File: config.mk
export PLATFORM = sky130hd
export DESIGN_NAME = gray_counter
export DESIGN_NICKNAME = d
export VERILOG_FILES = /design/src/rtl/gray_pkg.sv /design/src/rtl/gray_encode.sv /design/src/rtl/gray_counter.sv
export SDC_FILE = /design/constraint.sdc
export NUM_CORES = 1
export LEC_CHECK = 0
export CAP_MARGIN = 20
export CORE_AREA = 5 5 42 44
export DETAILED_ROUTE_END_ITERATION = 7
export DIE_AREA = 0 0 47 49
export PLACE_DENSITY = 0.73
export SETUP_SLACK_MARGIN = 0.02
export SLEW_MARGIN = 5
export SYNTH_ARGS = -nofsm -noshare
export SYNTH_HDL_FRONTEND = slang
export SYNTH_HIERARCHICAL = 1
export SYNTH_SLANG_ARGS = --single-unit
export TNS_END_PERCENT = 10
File: constraint.sdc
create_clock -name clk -period 3.62 [get_ports clk]
set_input_delay 0.724 -clock clk [delete_from_list [all_inputs] [get_ports clk]]
set_output_delay 0.724 -clock clk [all_outputs]
set_load 0.05 [all_outputs]
File: src/rtl/gray_pkg.sv
// Shared types, defaults and helpers for the Gray-code counter family.
package gray_pkg;

    localparam int unsigned GRAY_WIDTH_DEFAULT = 4;
    localparam int unsigned DIV_DEFAULT        = 1;
    localparam int unsigned GRAY_MAX_WIDTH     = 16;

    // Reference 4-bit Gray sequence indexed by binary value.
    localparam logic [3:0] GRAY4_TABLE [16] = '{
        4'h0, 4'h1, 4'h3, 4'h2, 4'h6, 4'h7, 4'h5, 4'h4,
        4'hC, 4'hD, 4'hF, 4'hE, 4'hA, 4'hB, 4'h9, 4'h8
    };

    // Reflected binary Gray encode at the widest supported width; callers
    // zero-extend narrower values and truncate the result.
    function automatic logic [GRAY_MAX_WIDTH-1:0] bin2gray(
        input logic [GRAY_MAX_WIDTH-1:0] bin
    );
        return bin ^ (bin >> 1);
    endfunction

endpackage

File: src/rtl/gray_encode.sv
// Purely combinational binary-to-Gray encoder.
module gray_encode
    import gray_pkg::*;
#(
    parameter int unsigned WIDTH = GRAY_WIDTH_DEFAULT
) (
    input  logic [WIDTH-1:0] bin,
    output logic [WIDTH-1:0] gray
);

    // Zero-extend, encode, truncate: upper zero bits never reach the low WIDTH bits.
    always_comb begin
        gray = WIDTH'(bin2gray(GRAY_MAX_WIDTH'(bin)));
    end

endmodule

File: src/rtl/gray_counter.sv
// Up/down counter with prescaler, synchronous load and registered Gray/binary outputs.
module gray_counter
    import gray_pkg::*;
#(
    parameter int unsigned WIDTH    = GRAY_WIDTH_DEFAULT,
    parameter int unsigned STEP_DIV = DIV_DEFAULT
) (
    input  logic             clk,
    input  logic             rst_n,
    input  logic             en,
    input  logic             up_dn,
    input  logic             load,
    input  logic [WIDTH-1:0] load_bin,
    output logic [WIDTH-1:0] gray_out,
    output logic [WIDTH-1:0] bin_out,
    output logic             upd,
    output logic             tc
);

    if (WIDTH < 2 || WIDTH > GRAY_MAX_WIDTH) begin : g_bad_width
        $error("gray_counter: WIDTH out of range 2..16");
    end
    if (STEP_DIV < 1 || STEP_DIV > 256) begin : g_bad_div
        $error("gray_counter: STEP_DIV out of range 1..256");
    end

    // Keep at least one prescaler bit so STEP_DIV=1 still elaborates cleanly.
    localparam int unsigned PW = (STEP_DIV > 1) ? $clog2(STEP_DIV) : 1;
    localparam logic [PW-1:0] PRESC_LAST = PW'(STEP_DIV - 1);

    logic [WIDTH-1:0] bin_q, bin_d;
    logic [WIDTH-1:0] gray_q, gray_d;
    logic [PW-1:0]    presc_q, presc_d;
    logic             upd_q, upd_d;
    logic             tc_q, tc_d;

    // Next-state: load beats step, step beats hold.
    always_comb begin
        bin_d   = bin_q;
        presc_d = presc_q;
        upd_d   = 1'b0;
        tc_d    = 1'b0;
        if (load) begin
            bin_d   = load_bin;
            presc_d = '0;
            upd_d   = 1'b1;
        end else if (en) begin
            if (presc_q == PRESC_LAST) begin
                presc_d = '0;
                upd_d   = 1'b1;
                if (up_dn) begin
                    bin_d = bin_q + WIDTH'(1);
                    tc_d  = (bin_q == '1);
                end else begin
                    bin_d = bin_q - WIDTH'(1);
                    tc_d  = (bin_q == '0);
                end
            end else begin
                presc_d = presc_q + PW'(1);
            end
        end
    end

    // Encode the next binary value so both registers load on the same edge.
    gray_encode #(
        .WIDTH (WIDTH)
    ) u_encode (
        .bin  (bin_d),
        .gray (gray_d)
    );

    // State and output registers, cleared asynchronously.
    always_ff @(posedge clk or negedge rst_n) begin
        if (!rst_n) begin
            bin_q   <= '0;
            gray_q  <= '0;
            presc_q <= '0;
            upd_q   <= 1'b0;
            tc_q    <= 1'b0;
        end else begin
            bin_q   <= bin_d;
            gray_q  <= gray_d;
            presc_q <= presc_d;
            upd_q   <= upd_d;
            tc_q    <= tc_d;
        end
    end

    assign bin_out  = bin_q;
    assign gray_out = gray_q;
    assign upd      = upd_q;
    assign tc       = tc_q;

endmodule

==> impl_metrics.json <==
{
  "min_period_ns": 2.49,
  "synth_cell_type_count": 24,
  "clkTransAtPathRegs_ns": 0.06,
  "clock_latency_ns": 0.26,
  "p_switching_uw": 166,
  "p_int_uw": 239,
  "antenna_found_initial": 0,
  "post_drt_wl_per_cell_um": 13.0,
  "met2_usage_pct": 16.3,
  "power-per-cell-area_nw_per_um2": 549,
  "synth.area.top_cells": "dfrtp_1 (47%), xor2_1 (6.6%), mux2i_1 (5.6%), ha_1 (4.7%), fa_1 (3.8%)",
  "hold_viol": 0,
  "die_area_um2": 2300,
  "postCtsHoldBufs": 0,
  "final_cell_area_um2": 737,
  "drv_slew": 0,
  "syn_area_um2": 533,
  "die_w_um": 47,
  "critPathKind": "in -> reg",
  "rsz0062_at_grt": "no",
  "max_cap_violations": 0,
  "dp_hpwl_um": 835,
  "busiest_layer": "met2",
  "ys_ff_latch": 10,
  "skew_ns": 0.00431,
  "final_cell_count_no_fill": 81,
  "power_switching_share_pct": 41.1,
  "initialDrtViolationCount": 10,
  "maxSlewHeadroom_pct": 66.1,
  "max_freq_mhz": 401,
  "firstDrtPassIters": 4,
  "rows": 14,
  "grt_usage_pct": 10.6,
  "grt_pass1_wl_um": 1760,
  "fp.dieH_um": 49,
  "p_total_uw": 405,
  "tightest_slew_ns": 0.507,
  "grt_use_met1_pct": 12.4,
  "p_seq_share_pct": 36.8,
  "portBuffers": 18,
  "grt_pass1_vias": 403,
  "irDropWorstVdd_v": 0.000401,
  "ant_nets": 0,
  "clock_sinks": 10,
  "yosysTopAreaCell": "dfrtp_1",
  "yosysTopAreaCellShare_pct": 46.9,
  "avgSynthCellArea_um2": 11.3,
  "drc": 0,
  "h-tree-depth": 1,
  "setup_viol": 0,
  "share_comb_of_total_power_pct": 45.4,
  "io_pins": 19,
  "routed_wl_um": 1050,
  "drive_gt1_share_pct": 6.15,
  "crit_arrival_ns": 2.61,
  "cts_tree": "built",
  "grt_max_degree": 14,
  "via_per_inst": 5.22,
  "p_clk_share_pct": 17.8,
  "diodes": 0,
  "tns_ns": 0,
  "hp-class": "reg -> reg",
  "fin_nets": 79,
  "worst_setup_path_end_kind": "flop",
  "crit_fanout": 7,
  "place_area_um2": 714,
  "dr_total_vias": 423,
  "post_cts_buffers": 0,
  "cts_resized": 0,
  "core_um2": 1400,
  "syn_to_final_growth_pct": 38.3,
  "ys_seq_area_share_pct": 46.9,
  "grt_overflow_total": 0,
  "ys_warn_count": 6,
  "cts_buffer_depth": 2,
  "period_share_pct": 68.9,
  "initial_core_util_pct": 38.0,
  "cp-start-kind": "input port",
  "place.gp.congestion": 0.763,
  "cts_buffers": 3,
  "r2r_slack_ns": 1.85,
  "p_leak_uw": 0.000318,
  "root_buffer": "clkbuf_4",
  "synth_nets": 59,
  "met3_usage_pct": 7.38,
  "place_inst": 78,
  "crit_required_ns": 3.74,
  "netlist_instances": 47,
  "outcome": "finished clean"
}
==> routing by layer <==
metal	routed length, um	vias up
met5	0	-
met4	0	0
met3	101	0
met2	511	14
met1	435	205
li1	-	204
==> cell usage in the layout (no fill, tap or decap), types with 2 or more instances in the layout <==
| cell type | count |
|---|---|
| dfrtp_1 | 10 |
| mux2i_1 | 3 |
| nand3_1 | 2 |
| clkdlybuf4s50_1 | 18 |
| nor3b_1 | 2 |
| inv_1 | 2 |
| nand2_1 | 3 |
| ha_1 | 2 |
| o21ai_0 | 3 |
| xor2_1 | 4 |
| clkbuf_4 | 3 |
==> cell type report <==
class	count	area, um^2
Clock buffer	3	22.5
Fill cell	131	664
Inverter	2	7.51
Multi-Input combinational cell	32	256
Sequential cell	10	250
Tap cell	16	20.0
Timing Repair Buffer	18	180
==> worst max-delay path, stage by stage <==
cell and delay (ns):
clkdlybuf4s50_1 0.58, inv_1 0.13, fa_1 0.44, xor2_1 0.14
mux2i_1 0.09, o21ai_0 0.38, xor2_1 0.12
==> final timing paths <==
check | endpoint | from | cells after the start
max | gray_out[1]$_DFF_PN0_ | up_dn | 7
min | tc$_DFF_PN0_ | bin_out[2]$_DFF_PN0_ | 3
max reg2reg | gray_out[1]$_DFF_PN0_ | bin_out[0]$_DFF_PN0_ | 5
min reg2reg | tc$_DFF_PN0_ | bin_out[2]$_DFF_PN0_ | 3
max in group asynchronous | gray_out[0]$_DFF_PN0_ | rst_n | 1
min in group asynchronous | upd$_DFF_PN0_ | rst_n | 1
==> power by group through the flow <==
stage / Clock (uW) / Combinational [uW] / Sequential [uW]
2_1_floorplan: 0 / 48.9 / 225
4_1_cts: 75.5 / 187 / 149
5_1_grt: 83.5 / 195 / 153
3_5_place_dp: 0 / 185 / 151
6_report: 72.1 / 184 / 149
3_3_place_gp: 0 / 185 / 151
==> metrics by stage <==
step | hold WS [ns] | util, % | setup slack [ns]
floorplan | 0.428 | - | 1.64
global placement | 0.699 | 51.0 | 0.883
detailed placement | 0.718 | 51.0 | 0.821
CTS | 0.727 | 52.6 | 1.10
global route | 0.754 | 52.6 | 0.930
finish | 0.710 | 52.6 | 1.13
==> cell families (layout without fill, tap and decap cells) <==
logic type,count (synthesis),after routing,synth area share (%)
AND/OR/NAND/NOR,13,13,15.7
flip-flops,10,10,46.9
AO/OA/AOI/OAI,8,8,10.1
XOR/XNOR,5,5,8.22
buffers and inverters,5,23,4.93
adder cells (fa/ha/maj),3,3,8.45
multiplexers,3,3,5.63
==> state kept, by name, summed over array words and instances (netlist names) <==
register	count
tc	1
upd	1
bin_out	4
gray_out	4
==> synth_stat cells <==
| library cell | count |
|---|---|
| mux2i_1 | 3 |
| nand3_1 | 2 |
| nand3b_1 | 1 |
| fa_1 | 1 |
| xnor2_1 | 1 |
| nor2_1 | 1 |
| ha_1 | 2 |
| nor3b_1 | 2 |
| clkbuf_1 | 1 |
| nor4_1 | 1 |
| nand2_1 | 3 |
| nor4bb_1 | 1 |
| o2bb2ai_1 | 1 |
| or4b_1 | 1 |
| buf_4 | 2 |
| a221o_1 | 1 |
| dfrtp_1 | 10 |
| a21o_1 | 1 |
| and4_2 | 1 |
| a22oi_1 | 1 |
| xor2_1 | 4 |
| inv_1 | 2 |
| o21ai_0 | 3 |
| a21oi_1 | 1 |
No activity file was read; power rests on OpenSTA's default activity.
